## src/rtl/ft245_fifo_responder.sv

```systemverilog
// FT245-side responder for an nRD/WR bitbang master on the same clock.
// The host stream fills the RX FIFO, which the master reads. Master writes land in the TX FIFO,
// which drains to the host stream.
module ft245_fifo_responder #(
    parameter int unsigned RX_DEPTH = 16,
    parameter int unsigned TX_DEPTH = 16,
    parameter int unsigned RXF_GAP  = 2,
    parameter int unsigned TXE_GAP  = 2
) (
    input  logic                        CLK,
    input  logic                        rst_n,
    input  logic [7:0]                  rx_data,
    input  logic                        rx_valid,
    output logic                        rx_ready,
    output logic [7:0]                  tx_data,
    output logic                        tx_valid,
    input  logic                        tx_ready,
    output logic                        nRXF,
    output logic                        nTXE,
    input  logic                        nRD,
    input  logic                        WR,
    input  logic [7:0]                  D_in,
    output logic [7:0]                  D_out,
    output logic                        D_oe,
    output logic [$clog2(RX_DEPTH):0]   rx_level,
    output logic [$clog2(TX_DEPTH):0]   tx_level,
    output logic                        rd_err,
    output logic                        wr_err
);

    localparam int unsigned RAW = $clog2(RX_DEPTH);
    localparam int unsigned TAW = $clog2(TX_DEPTH);
    localparam int unsigned RGW = (RXF_GAP < 1) ? 1 : $clog2(RXF_GAP + 1);
    localparam int unsigned TGW = (TXE_GAP < 1) ? 1 : $clog2(TXE_GAP + 1);

    logic [7:0]     rx_mem [RX_DEPTH];
    logic [7:0]     tx_mem [TX_DEPTH];

    logic [RAW:0]   rx_wptr_q, rx_wptr_d, rx_rptr_q, rx_rptr_d;
    logic [TAW:0]   tx_wptr_q, tx_wptr_d, tx_rptr_q, tx_rptr_d;
    logic [RGW-1:0] rgap_q, rgap_d;
    logic [TGW-1:0] tgap_q, tgap_d;
    logic           nrxf_q, nrxf_d;
    logic           ntxe_q, ntxe_d;
    logic           nrd_q, wr_q;
    logic           rd_legal_q, rd_legal_d;
    logic           rd_err_q, rd_err_d;
    logic           wr_err_q, wr_err_d;

    logic           rx_empty, rx_full, tx_empty, tx_full;
    logic           rx_empty_d, tx_full_d;
    logic           rx_push, rx_pop, tx_push, tx_pop;
    logic           rd_start, rd_rise, wr_fall;

    // Extra pointer MSB distinguishes full from empty when the index bits match.
    assign rx_empty = (rx_wptr_q == rx_rptr_q);
    assign rx_full  = (rx_wptr_q[RAW] != rx_rptr_q[RAW]) &&
                      (rx_wptr_q[RAW-1:0] == rx_rptr_q[RAW-1:0]);
    assign tx_empty = (tx_wptr_q == tx_rptr_q);
    assign tx_full  = (tx_wptr_q[TAW] != tx_rptr_q[TAW]) &&
                      (tx_wptr_q[TAW-1:0] == tx_rptr_q[TAW-1:0]);

    assign rd_start = nrd_q && !nRD;
    assign rd_rise  = !nrd_q && nRD;
    assign wr_fall  = wr_q && !WR;

    assign rx_ready = rst_n && !rx_full;
    assign rx_push  = rx_valid && rx_ready;
    assign rx_pop   = rd_rise && rd_legal_q && !rx_empty;
    assign tx_valid = !tx_empty;
    assign tx_pop   = tx_valid && tx_ready;
    assign tx_push  = rst_n && wr_fall && !tx_full;

    assign tx_data  = tx_mem[tx_rptr_q[TAW-1:0]];
    assign D_out    = rx_empty ? 8'hFF : rx_mem[rx_rptr_q[RAW-1:0]];
    assign D_oe     = !nRD;
    assign nRXF     = nrxf_q;
    assign nTXE     = ntxe_q;
    assign rx_level = rx_wptr_q - rx_rptr_q;
    assign tx_level = tx_wptr_q - tx_rptr_q;
    assign rd_err   = rd_err_q;
    assign wr_err   = wr_err_q;

    always_comb begin
        rx_wptr_d  = rx_wptr_q;
        rx_rptr_d  = rx_rptr_q;
        tx_wptr_d  = tx_wptr_q;
        tx_rptr_d  = tx_rptr_q;
        rd_legal_d = rd_legal_q;
        rd_err_d   = rd_err_q;
        wr_err_d   = wr_err_q;
        rgap_d     = '0;
        tgap_d     = '0;

        if (rx_push) rx_wptr_d = rx_wptr_q + (RAW+1)'(1);
        if (rx_pop)  rx_rptr_d = rx_rptr_q + (RAW+1)'(1);
        if (tx_push) tx_wptr_d = tx_wptr_q + (TAW+1)'(1);
        if (tx_pop)  tx_rptr_d = tx_rptr_q + (TAW+1)'(1);

        // A read that starts while nRXF is high is flagged and never pops.
        if (rd_start) begin
            rd_legal_d = !nrxf_q;
            if (nrxf_q) rd_err_d = 1'b1;
        end else if (rx_pop) begin
            rd_legal_d = 1'b0;
        end
        if (wr_fall && tx_full) wr_err_d = 1'b1;

        if (rx_pop)              rgap_d = RGW'(RXF_GAP);
        else if (rgap_q != '0)   rgap_d = rgap_q - RGW'(1);
        if (tx_push)             tgap_d = TGW'(TXE_GAP);
        else if (tgap_q != '0)   tgap_d = tgap_q - TGW'(1);

        // Flags use next-state occupancy so a same-cycle pop+push never flashes empty.
        rx_empty_d = (rx_wptr_d == rx_rptr_d);
        tx_full_d  = (tx_wptr_d[TAW] != tx_rptr_d[TAW]) &&
                     (tx_wptr_d[TAW-1:0] == tx_rptr_d[TAW-1:0]);
        nrxf_d     = rx_empty_d || !nRD || (rgap_d != '0);
        ntxe_d     = tx_full_d || WR || (tgap_d != '0);
    end

    always_ff @(posedge CLK) begin
        if (!rst_n) begin
            rx_wptr_q  <= '0;
            rx_rptr_q  <= '0;
            tx_wptr_q  <= '0;
            tx_rptr_q  <= '0;
            rgap_q     <= '0;
            tgap_q     <= '0;
            nrxf_q     <= 1'b1;
            ntxe_q     <= 1'b1;
            rd_legal_q <= 1'b0;
            rd_err_q   <= 1'b0;
            wr_err_q   <= 1'b0;
            nrd_q      <= nRD;
            wr_q       <= WR;
        end else begin
            rx_wptr_q  <= rx_wptr_d;
            rx_rptr_q  <= rx_rptr_d;
            tx_wptr_q  <= tx_wptr_d;
            tx_rptr_q  <= tx_rptr_d;
            rgap_q     <= rgap_d;
            tgap_q     <= tgap_d;
            nrxf_q     <= nrxf_d;
            ntxe_q     <= ntxe_d;
            rd_legal_q <= rd_legal_d;
            rd_err_q   <= rd_err_d;
            wr_err_q   <= wr_err_d;
            nrd_q      <= nRD;
            wr_q       <= WR;
        end
    end

    always_ff @(posedge CLK) begin
        if (rx_push) rx_mem[rx_wptr_q[RAW-1:0]] <= rx_data;
        if (tx_push) tx_mem[tx_wptr_q[TAW-1:0]] <= D_in;
    end

endmodule

```

## config.mk

```make
export PLATFORM = sky130hd
export DESIGN_NAME = ft245_fifo_responder
export DESIGN_NICKNAME = d
export VERILOG_FILES = /design/src/rtl/ft245_fifo_responder.sv
export SDC_FILE = /design/constraint.sdc
export NUM_CORES = 1
export LEC_CHECK = 0
export ABC_AREA = 1
export BUFFER_PORTS_ARGS = -buffer_cell sky130_fd_sc_hd__buf_2
export CORE_MARGIN = 2
export CORE_UTILIZATION = 30
export CTS_BUF_LIST = sky130_fd_sc_hd__clkbuf_16
export CTS_CLUSTER_DIAMETER = 150
export DETAILED_ROUTE_END_ITERATION = 8
export PLACE_DENSITY_LB_ADDON = 0.08
export SYNTH_ARGS = -nofsm -noshare
export SYNTH_HDL_FRONTEND = slang
export SYNTH_SLANG_ARGS = --single-unit
export TNS_END_PERCENT = 100
```

## constraint.sdc

```tcl
create_clock -name CLK -period 3.1 [get_ports CLK]
set_input_delay 0.465 -clock CLK [delete_from_list [all_inputs] [get_ports CLK]]
set_output_delay 0.465 -clock CLK [all_outputs]
set_load 0.01 [all_outputs]
```

Yosys cells after proc, flatten, opt, wreduce, memory -nomap -nowiden
Memory sizes are Yosys's and may differ from the RTL's. A register that Yosys moved wholly into a read port is not among the register bits.
Index checks and enable logic that the tools add are counted.
{"block": "word_totals", "register_bits": 31, "latchBits": 0, "mem_bits_rw": 256, "romBits": 0, "in_bits": 22, "word_cells": 81, "n_memories": 2}
{"name": "rx_mem", "words": 16, "width": 8, "rd": 1, "rd_ports_with_merged_regs": 1, "wr": 1, "line": "36", "text": "logic [7:0] rx_mem [RX_DEPTH];"}
{"name": "tx_mem", "words": 16, "width": 8, "rd": 1, "rd_ports_with_merged_regs": 1, "wr": 1, "line": "37", "text": "logic [7:0] tx_mem [TX_DEPTH];"}
{"block": "classes", "add_sub_neg": 8, "n_mul": 0, "div_mod_pow": 0, "magnitude_cmp": 0, "n_eq_ne": 9, "n_shift": 0, "mux": 17, "n_bitwise": 0, "n_reduce_logical": 32}
{"operator": "$add 5x1->5 const B", "n": 4}
{"operator": "$mux 5", "n": 4}
{"operator": "$eq 5x5->1", "n": 3}
{"operator": "$logic_and 1x1->1", "n": 14}
{"operator": "$eq 4x4->1", "n": 3}
{"operator": "$reduce_bool 2->1", "n": 5}
{"operator": "$sub 5x5->5", "n": 2}
{"operator": "$logic_not 1->1", "n": 8}
{"operator": "$mux 2", "n": 4}
{"operator": "$mux 4", "n": 2}
{"operator": "$mux 8", "n": 1}
{"operator": "$mux 1", "n": 6}
{"operator": "$logic_or 1x1->1", "n": 4}
{"operator": "$sub 2x1->2 const B", "n": 2}
{"operator": "$ne 1x1->1", "n": 3}
{"operator": "$reduce_and 2->1", "n": 1}

Longest topological paths before layout
Gate-level depths: netlist of run 1.
{"block": "depth", "word_depth": 9, "mapped_depth": 16, "ltp_nobuf": 14}

Worst setup path after synthesis of run 1
No wires, ideal clock.
{"block": "synth_path", "path_kind": "flip-flop to flip-flop", "startpoint": "register rx_rptr_q[1]", "endpoint": "memory rx_mem[0][0] (enable)", "setup_ns": 0.370, "arrival_ns": 2.051, "setup_slack_ns": 0.679, "path_stages_with_launch": 12, "n_path_buf": 2, "synth_period_minus_slack_ns": 2.421, "path_cell_list": "dfxtp_1 -> buf_2 -> inv_1 -> clkbuf_1 -> ha_1 -> nand2_1 -> nor2_2 -> nand2_2 -> nand3_2 -> inv_1 -> nand2_1 -> nor2_1"}
{"block": "synth_between", "elab_chain_len": 7}
{"item": "start: declaration", "line": "39", "text": "logic [RAW:0] rx_wptr_q, rx_wptr_d, rx_rptr_q, rx_rptr_d;"}
{"item": "start signal: assignment", "line": "139", "text": "rx_rptr_q <= rx_rptr_d;"}
{"item": "$eq 4x4->1", "line": "58", "text": "(rx_wptr_q[RAW-1:0] == rx_rptr_q[RAW-1:0]);"}
{"item": "$logic_and 1x1->1", "line": "57", "text": "assign rx_full = (rx_wptr_q[RAW] != rx_rptr_q[RAW]) &&"}
{"item": "$logic_not 1->1", "line": "67", "text": "assign rx_ready = rst_n && !rx_full;"}
{"item": "$logic_and 1x1->1", "line": "67"}
{"item": "$logic_and 1x1->1", "line": "68", "text": "assign rx_push = rx_valid && rx_ready;"}
{"item": "$mux 1", "line": "155", "text": "if (rx_push) rx_mem[rx_wptr_q[RAW-1:0]] <= rx_data;"}
{"item": "$mux 1 (not written as such)", "line": "155"}
{"item": "end: declaration", "line": "36"}
No other way between the ends.

Worst setup path after layout of run 1
{"block": "layout_path", "startpoint": "register tx_wptr_q[0]", "endpoint": "output port tx_level[4]"}
{"block": "layout_between", "elab_chain_len": 1}
{"item": "start: declaration", "line": "40", "text": "logic [TAW:0] tx_wptr_q, tx_wptr_d, tx_rptr_q, tx_rptr_d;"}
{"item": "start signal: assignment", "line": "140", "text": "tx_wptr_q <= tx_wptr_d;"}
{"item": "$sub 5x5->5", "line": "80", "text": "assign tx_level = tx_wptr_q - tx_rptr_q;"}
{"item": "end: declaration", "line": "26", "text": "output logic [$clog2(TX_DEPTH):0] tx_level,"}
No other way between the ends.

==> results of run 1 <==
## state kept, by name, indices dropped and copies added, names as in the netlist, 2 cells and up
register / count
tx_mem: 128
tgap_q: 2
rgap_q: 2
tx_wptr_q: 5
tx_rptr_q: 5
rx_mem: 128
rx_rptr_q: 5
rx_wptr_q: 5
## power breakdown
| group | internal (mW) | leakage [nW] | switching, mW |
|---|---|---|---|
| clock | 2.49 | 0.592 | 1.61 |
| combinational | 0.518 | 2.11 | 1.15 |
| sequential | 4.27 | 2.56 | 0.0463 |
## synth_stat cells, drive strengths merged, types with 17 or more instances
| library cell | number | area (sq um) |
|---|---|---|
| clkbuf | 42 | 158 |
| inv | 46 | 173 |
| a21oi | 17 | 85.1 |
| ha | 18 | 225 |
| dfxtp | 31 | 621 |
| nand3 | 55 | 280 |
| edfxtp | 256 | 7690 |
| o221ai | 26 | 228 |
| nand2 | 153 | 619 |
| o22ai | 38 | 238 |
| nor2 | 192 | 731 |
| o21ai | 137 | 689 |
## cell families (layout without fill, tap and decap cells)
kind of cell | Yosys count | after routing | synth area share (%)
and+or+nand+nor | 419 | 419 | 14.5
DFF | 287 | 287 | 68.5
AOI/OAI and AO/OA | 225 | 225 | 10.7
buffers and inverters | 100 | 218 | 3.21
adders and majority gates | 20 | 20 | 2.19
xor gates and xnor gates | 12 | 12 | 0.867
other | 0 | 1 | 0
## cells in the final DEF (no fill, tap or decap), drive strengths merged
cell | Yosys | final
xnor2 | 6 | 6
nand2 | 153 | 153
nand3 | 55 | 55
o21ai | 137 | 137
clkbuf | 42 | 37
clkinv | 1 | 14
nor3b | 1 | 1
a32o | 1 | 1
nor2 | 192 | 192
o22ai | 38 | 38
buf | 11 | 108
nand4 | 12 | 12
bufinv | 0 | 4
nor4 | 1 | 1
dfxtp | 31 | 31
inv | 46 | 55
edfxtp | 256 | 256
fa | 2 | 2
o211ai | 6 | 6
o221ai | 26 | 26
xor2 | 6 | 6
ha | 18 | 18
a21oi | 17 | 17
diode | 0 | 1
nand3b | 1 | 1
nor3 | 4 | 4
## worst register-to-register path, delay by kind of cell (launching register included)
| family | cells | cell delay [ps] |
|---|---|---|
| fa+ha+maj | 1 | 330 |
| buf+inv | 3 | 480 |
| simple gates | 6 | 870 |
| flops | 1 | 420 |
## metal layers
metal | track usage [%] | up-vias
met5 | 0 | -
met4 | 4.09 | 0
met3 | 2.69 | 42
met2 | 26.3 | 202
met1 | 24.7 | 4176
li1 | - | 4004
## path summary, 6_finish.rpt
path | startpoint | to | slack (ps) | cells past startpoint
setup / recovery | tx_wptr_q[0] | tx_level[4] | 180 | 6
hold / removal | nRD | nrd_q | 80 | 1
setup reg to reg | rx_wptr_q[0] | rx_mem[0][2] | 720 | 10
hold reg to reg | tgap_q[0] | tgap_q[0] | 420 | 1
## area by class of cell
type                            count  area, sq um  area share [%]
Antenna cell                        1         2.50          0.0174
Clock buffer                       37          926            6.42
Clock inverter                     26          224            1.55
Inverter                           47          176            1.22
Multi-Input combinational cell    676         3430            23.8
Sequential cell                   287         8310            57.6
Tap cell                          525          657            4.56
Timing Repair Buffer              108          692            4.80
## per-stage QoR
stage               power (mW)  utilization, %
CTS                       10.2            36.2
detailed placement        6.08            33.3
global route              10.5            36.2
floorplan                 5.38               -
finish                    10.1            36.2
global placement          6.10            33.3
==> metrics, run 1 <==
status completed; Synth Area per Inst 11.4 sq um; number of gates resized after cts 0; Die Area between 0.04 and 0.05 sq mm; top layer in use met4; Main synth FF type edfxtp_1; Worst-path clk slew approximately 60 ps; Post-Place Setup Slack a little under 700 ps; FILL cells roughly 4000; max_slew headroom between 60% and 70%; Final HPWL DP around 23 mm; CP endpoint kind output pin; hold buffers post-CTS 0; final hold vios 0; Clock Tree Root clkbuf_16; fin crit period 2920 ps; vias per std cell about 4.9; # IOs 55; row count 73; nets@finish 1197; Netlist cell types 33; Peak Freq 343 MHz; CP Cell Sequence inv_1 > ha_1 > fa_1 > o21ai_0 > xor2_1 > buf_2; worst clock skew ~26 ps; final worst slack about 180 ps; CP Max Fanout 6; first-pass GRT wire length ~53 mm; final setup violation count 0; Total Routing Usage GR around 17%; Initial DRC Count between 500 and 600; fin crit share between 90% and 100%; hold_ws ~77 ps; Leakage approximately 5.3 nW; pin count of the biggest net entering global routing between 60 and 70; max-capacitance violation count 0; crit path DAT around 2500 ps; wire length on met3 1.71 mm; clock sink count around 290; CP Buf/Inv Count 2; CP max stage delay around 420 ps; RSZ-0062 raised after global routing no; CTS tree built; WP data required between 2000 and 3000 ps; Worst-Margin Slew 527 ps; Inst Count DP around 1600; DIE HEIGHT slightly above 200 um; wire length per cell 20.7 um; Synth Net Count about 1100; clk buf depth 3; slowest CP cell dfxtp_1; final cell count without fillers about 1700; register area share after synthesis between 60% and 70%; Area Overhead vs Synth 18.9%; #FFs+latches synth 287; Critical Path Start Type flip-flop; die width just over 200 um; Clock Latency Late Sink approximately 530 ps; largest delay contributor family on the critical path adder cells; hold crit path type input port to flip-flop; asr flop ratio synth 0%; share of cells above drive strength 1 between 10 and 15%; Post-Syn Area 0.0121 sq mm; Placed Area 0.0133 sq mm; setup TNS 0 ps; Setup Buffers After CTS 0; CTS H-tree depth 2; Antenna Nets Post-Route 0; DRT Wirelength about 35 mm; worst vdd ir 0.344 mV; vias in the first global route around 8400; post-route cell area ~0.014 sq mm; Gate Count Post-Synth between 1000 and 1500; number of antenna violations at the first check in global routing 3; crit path kind flip-flop to output pin; DRC violations left 0; Pwr Density 700 mW/mm^2; Pre-antenna DRT Iters 5; CTS buffer count 35; Buffers on Ports 54; Synth Warn # 0; GPL Wtd Cong between 0.7 and 0.8; Initial Utilization about 30%; total grt overflow 0; Core Footprint roughly 0.040 sq mm; Slew Viols, Final 0; total number of vias 8424; WL met2 approximately 16 mm; number of synthesized flops with an enable pin around 260; Met1 Wirelength 17.1 mm
Note: power is estimated with default switching activity, not from simulation.
==> run 2: changes to the inputs <==
==> constraint.sdc (replaced) <==
create_clock -name CLK -period 3.1 [get_ports CLK]
set_input_delay 0.31 -clock CLK [delete_from_list [all_inputs] [get_ports CLK]]
set_output_delay 0.31 -clock CLK [all_outputs]
set_load 0.01 [all_outputs]
==> metrics, run 2 (same netlist as run 1, synthesis figures left out) <==
Critical path origin tx_rptr_q[1] (was tx_wptr_q[0]); Die Area 0.0420 sq mm (unchanged); hold crit path type input port to flip-flop (unchanged); die width 205 um (unchanged); nets@finish 1197 (unchanged); Area Overhead vs Synth 18.9% (about the same); final worst slack 281 ps (was 184 ps); largest delay contributor family on the critical path flip-flops (was adder cells); crit path kind flip-flop to output pin (unchanged); CTS H-tree depth 2 (unchanged); RSZ-0062 raised after global routing no (unchanged); Worst-path clk slew 60 ps (about the same); Pre-antenna DRT Iters 5 (unchanged); WP data required 2790 ps (was 2630 ps); Core Footprint 0.0398 sq mm (unchanged); Levels on crit path 6 (unchanged); Pwr Density 697 mW/mm^2 (was 700 mW/mm^2); Total Routing Usage GR 17.0% (was 16.9%); max_slew headroom 55.8% (was 64.8%); overall power 10.0 mW (was 10.1 mW); max-capacitance violation count 0 (unchanged); DRC violations left 0 (unchanged); CP endpoint kind output pin (unchanged); worst vdd ir 0.404 mV (was 0.344 mV); GPL Wtd Cong 0.794 (was 0.792); CTS tree built (unchanged); clock sink count 287 (unchanged); number of antenna violations at the first check in global routing 2 (was 3); CP Buf/Inv Count 2 (unchanged); Worst setup endpoint tx_level[3] (was tx_level[4]); share of cells above drive strength 1 14.6% (was 14.9%); # IOs 55 (unchanged); leading cell type in the layout, fill and taps excluded edfxtp_1 (unchanged); setup TNS 0 ps (unchanged); commonest cells after routing, fill and taps aside edfxtp_1 (256), nor2_1 (190), nand2_1 (145) (unchanged); fin crit share 90.9% (was 94.1%); total number of vias 8362 (was 8424); Slew Viols, Final 0 (unchanged); DIE HEIGHT 205 um (unchanged); CP Cell Sequence inv_1 > ha_1 > nand2_1 > o21ai_0 > xor2_1 > buf_2 (was inv_1 > ha_1 > fa_1 > o21ai_0 > xor2_1 > buf_2); Buffers on Ports 54 (unchanged); worst clock skew 26.9 ps (was 26.3 ps); clk buf depth 3 (unchanged); CP max stage delay 630 ps (was 420 ps); slowest CP cell dfxtp_1 (unchanged); Leakage 5.26 nW (about the same); vias per std cell 4.90 (was 4.93); wire length per cell 20.4 um (was 20.7 um); crit path DAT 2510 ps (was 2450 ps); post-route cell area 0.0144 sq mm (about the same); reg2reg end tx_mem[0][5] (was rx_mem[0][2]); fin crit period 2820 ps (was 2920 ps); final cell count without fillers 1707 (unchanged); Initial DRC Count 531 (was 564); row count 73 (unchanged); DRT Wirelength 34.7 mm (was 35.3 mm); hold_ws 133 ps (was 76.6 ps); CTS buffer count 35 (unchanged); Initial Utilization 30.4% (unchanged); Peak Freq 355 MHz (was 343 MHz); CP Max Fanout 12 (was 6); Worst R2R Setup Slack 650 ps (was 720 ps); Inst Count DP 1641 (was 1643); total grt overflow 0 (unchanged); reg2reg path depth 10 (unchanged); vias in the first global route 8270 (was 8351); Placed Area 0.0133 sq mm (about the same); Final HPWL DP 22.0 mm (was 22.7 mm); final setup violation count 0 (unchanged); Post-Place Setup Slack 677 ps (was 679 ps); Antenna Nets Post-Route 0 (unchanged); final hold vios 0 (unchanged); status completed (unchanged); Clock Latency Late Sink 550 ps (was 530 ps); Final Util 36.2% (about the same); Clock Tree Root clkbuf_16 (unchanged); r2r startpoint tx_rptr_q[1] (was rx_wptr_q[0]); Worst-Margin Slew 664 ps (was 527 ps); first-pass GRT wire length 52.7 mm (was 53.1 mm); pin count of the biggest net entering global routing 66 (was 67); Critical Path Start Type flip-flop (unchanged)
[run 2: cell types whose count changed in the layout (fill, tap and decap cells not counted), sizes merged]
cell	before	now
dlygate4sd3	0	2
clkbuf	37	35
buf	108	106
inv	55	54
clkinv	14	17
[run 2: how the worst min path moves through the flow]
stage / from / endpoint / slack [ps] / depth (start not counted)
floorplan: nRD / nrd_q / 340 / 0
global placement: tgap_q[0] / tgap_q[0] / 410 / 1
detailed placement: tgap_q[0] / tgap_q[0] / 410 / 1
CTS: rst_n / rd_legal_q / 100 / 3
global route: rst_n / rd_legal_q / 120 / 3
finish: rst_n / rd_legal_q / 130 / 3
[run 2: tightest hold or removal path, stage by stage]
cell and delay, ps:
buf_2 180, nand2_1 90, a21oi_1 30
[run 2: what timing repair did]
action / in CTS / in global routing
setup endpoints to repair: 0 / 1
resized for setup: 0 / 1
buffers inserted: 0 / 0
hold buffers: 2 / 0
endpoints found under the hold margin: 2 / 0
[run 2: power by group]
group / leakage, nW / internal [mW] / switching, mW / total, mW
clock network: 0.577 / 2.40 / 1.65 / 4.05
registers: 2.56 / 4.27 / 0.0665 / 4.34
logic: 2.12 / 0.521 / 1.14 / 1.66
total: 5.26 / 7.19 / 2.86 / 10.0
[run 2: cell type report]
cell class,count,area (sq um)
Sequential cell,287,8310
Inverter,47,176
Multi-Input combinational cell,676,3430
Clock inverter,28,258
Antenna cell,1,2.50
Fill cell,3986,25400
Tap cell,525,657
Clock buffer,35,876
Timing Repair Buffer,108,709
[run 2: metal layers]
layer	up-vias	GRT usage (%)	part of all wire [%]
met1	4163	24.8	49
met3	49	2.62	4.2
met5	-	0	0.020
li1	3992	-	-
met2	156	26.0	45
met4	2	5.14	2.1
==> run 3: changes to the inputs <==
Settings changed: BUFFER_PORTS_ARGS -buffer_cell sky130_fd_sc_hd__buf_2 to not set, DONT_BUFFER_PORTS set to 1.
==> metrics, run 3 (same netlist as run 1, synthesis figures left out) <==
CP Cell Sequence inv_1 > ha_1 > fa_1 > o21ai_0 > xor2_1 > buf_4 (was inv_1 > ha_1 > nand2_1 > o21ai_0 > xor2_1 > buf_2); Die Area 0.0420 sq mm (unchanged); first-pass GRT wire length 51.9 mm (was 52.7 mm); Reg power frac 44.9% (was 43.2%); # IOs 55 (unchanged); leading cell type in the layout, fill and taps excluded edfxtp_1 (unchanged); fin crit share 93.3% (was 90.9%); hold path depth 3 (unchanged); worst vdd ir 0.383 mV (was 0.404 mV); grt met2 use 26.2% (was 26.0%); slowest CP cell dfxtp_1 (unchanged); Clock power frac 38.5% (was 40.3%); routing usage on met1 23.9% (was 24.8%); worst clock skew 32.6 ps (was 26.9 ps); final worst slack 208 ps (was 281 ps); CTS buffer count 35 (unchanged); CTS H-tree depth 2 (unchanged); r2r startpoint rx_wptr_q[2] (was tx_rptr_q[1]); Slew Viols, Final 0 (unchanged); fin crit period 2890 ps (was 2820 ps); DRC violations left 0 (unchanged); Worst-Margin Slew 804 ps (was 664 ps); setup TNS 0 ps (unchanged); reg2reg end rx_mem[4][2] (was tx_mem[0][5]); GRT busiest layer met2 (unchanged); final hold vios 0 (unchanged); final setup violation count 0 (unchanged); total number of vias 8213 (was 8362); reg2reg path depth 9 (was 10); wire length per cell 20.8 um (was 20.4 um); Worst R2R Setup Slack 700 ps (was 650 ps); status completed (unchanged); Switching Power 2.75 mW (was 2.86 mW); Leakage 5.14 nW (was 5.26 nW); worst hold endpoint rx_wptr_q[1] (was rd_legal_q); Pre-antenna DRT Iters 4 (was 5); nets@finish 1172 (was 1197); clk buf depth 3 (unchanged); CP Buf/Inv Count 2 (unchanged); share of cells above drive strength 1 11.0% (was 14.6%); RSZ-0062 raised after global routing no (unchanged); DRT Wirelength 34.9 mm (was 34.7 mm); Clock Latency Late Sink 550 ps (about the same); max_slew headroom 46.3% (was 55.8%); Clock Tree Root clkbuf_16 (unchanged); Area Overhead vs Synth 18.0% (was 18.9%); largest delay contributor family on the critical path adder cells (was flip-flops); vias in the first global route 8205 (was 8270); commonest cells after routing, fill and taps aside edfxtp_1 (256), nor2_1 (190), nand2_1 (145) (unchanged); hold crit path type input port to flip-flop (unchanged); Core Footprint 0.0398 sq mm (unchanged); max-capacitance violation count 0 (unchanged); clock sink count 287 (unchanged); WP data required 2790 ps (about the same); vias per std cell 4.88 (was 4.90); Pint 6.87 mW (was 7.19 mW); pin count of the biggest net entering global routing 69 (was 66); CP max stage delay 420 ps (was 630 ps); number of antenna violations at the first check in global routing 1 (was 2); Final HPWL DP 22.4 mm (was 22.0 mm); Total Routing Usage GR 16.9% (was 17.0%); die width 205 um (unchanged); Critical Path Start Type flip-flop (unchanged); row count 73 (unchanged); Antenna Nets Post-Route 0 (unchanged); Worst-path clk slew 50 ps (was 60 ps); crit path DAT 2580 ps (was 2510 ps); DIE HEIGHT 205 um (unchanged); Post-Place Setup Slack 657 ps (was 677 ps); Buffers on Ports 0 (was 54); CTS tree built (unchanged); Peak Freq 346 MHz (was 355 MHz); CP endpoint kind output pin (unchanged); Pwr Density 673 mW/mm^2 (was 697 mW/mm^2); crit path kind flip-flop to output pin (unchanged); total grt overflow 0 (unchanged); Final Util 35.9% (was 36.2%); power share of the combinational group 16.6% (was 16.5%); Sw Ratio 28.6% (was 28.4%); Initial DRC Count 618 (was 531); Initial Utilization 30.4% (unchanged); hold_sp rst_n (unchanged); GPL Wtd Cong 0.786 (was 0.794); CP Max Fanout 6 (was 12); met3 GRT Util 3.21% (was 2.62%)
-- run 3: changes by cell type in the layout (fill, tap and decap cells not counted), sizes merged --
cell         delta
buf            -44
bufinv          -3
clkinv          -3
clkinvlp        +1
dlygate4sd3    +19
inv             +5
-- run 3: final cells by class --
class	instances	area [sq um]
Antenna cell	1	2.50
Tap cell	525	657
Clock inverter	28	165
Sequential cell	287	8310
Clock buffer	35	876
Timing Repair Buffer	83	688
Fill cell	4042	25500
Inverter	47	176
Multi-Input combinational cell	676	3430
-- run 3: per-stage QoR --
step,cells,cell area [sq um],hold slack [ps],power (mW)
finish,1682,14300,41.4,9.62
global route,1681,14300,28.3,10.1
CTS,1681,14300,1.44,9.78
detailed placement,1597,13100,338,5.95
global placement,1597,13100,338,5.96
floorplan,1063,12100,338,5.38
-- run 3: worst register-to-register path, stage by stage (launching register included) --
cell     delay, ps
dfxtp_1        510
ha_1           340
nand2_1        120
nor2_2          60
nand2_2        160
nand3_2        190
inv_1          160
nand2_1        170
nor2_1         220
buf_4          190
-- run 3: power by group through the flow --
stage	registers, mW	logic (mW)	clock network, mW
finish	4.32	1.59	3.71
global route	4.33	1.78	3.98
detailed placement	4.40	1.55	0
floorplan	4.38	0.999	0
global placement	4.40	1.56	0
CTS	4.32	1.63	3.83
-- run 3: worst max-delay path by stage --
stage,start,end,cells past startpoint
global route,tx_wptr_q[0],tx_level[4],6
global placement,tx_wptr_q[0],tx_level[4],6
finish,tx_wptr_q[0],tx_level[4],6
floorplan,rx_rptr_q[1],rx_mem[0][0],11
detailed placement,tx_wptr_q[0],tx_level[4],6
CTS,tx_wptr_q[0],tx_level[4],6
-- run 3: what timing repair did --
action,4_1_cts,5_1_grt
hold buffers,21,0
resized for setup,0,0
buffers inserted,0,0
endpoints found under the hold margin,264,0
-- run 3: metal layers --
metal | wire (um) | vias to the layer above
met2 | 15600 | 162
met3 | 1610 | 48
met1 | 16900 | 4041
li1 | - | 3960
met4 | 725 | 2
met5 | 10 | -
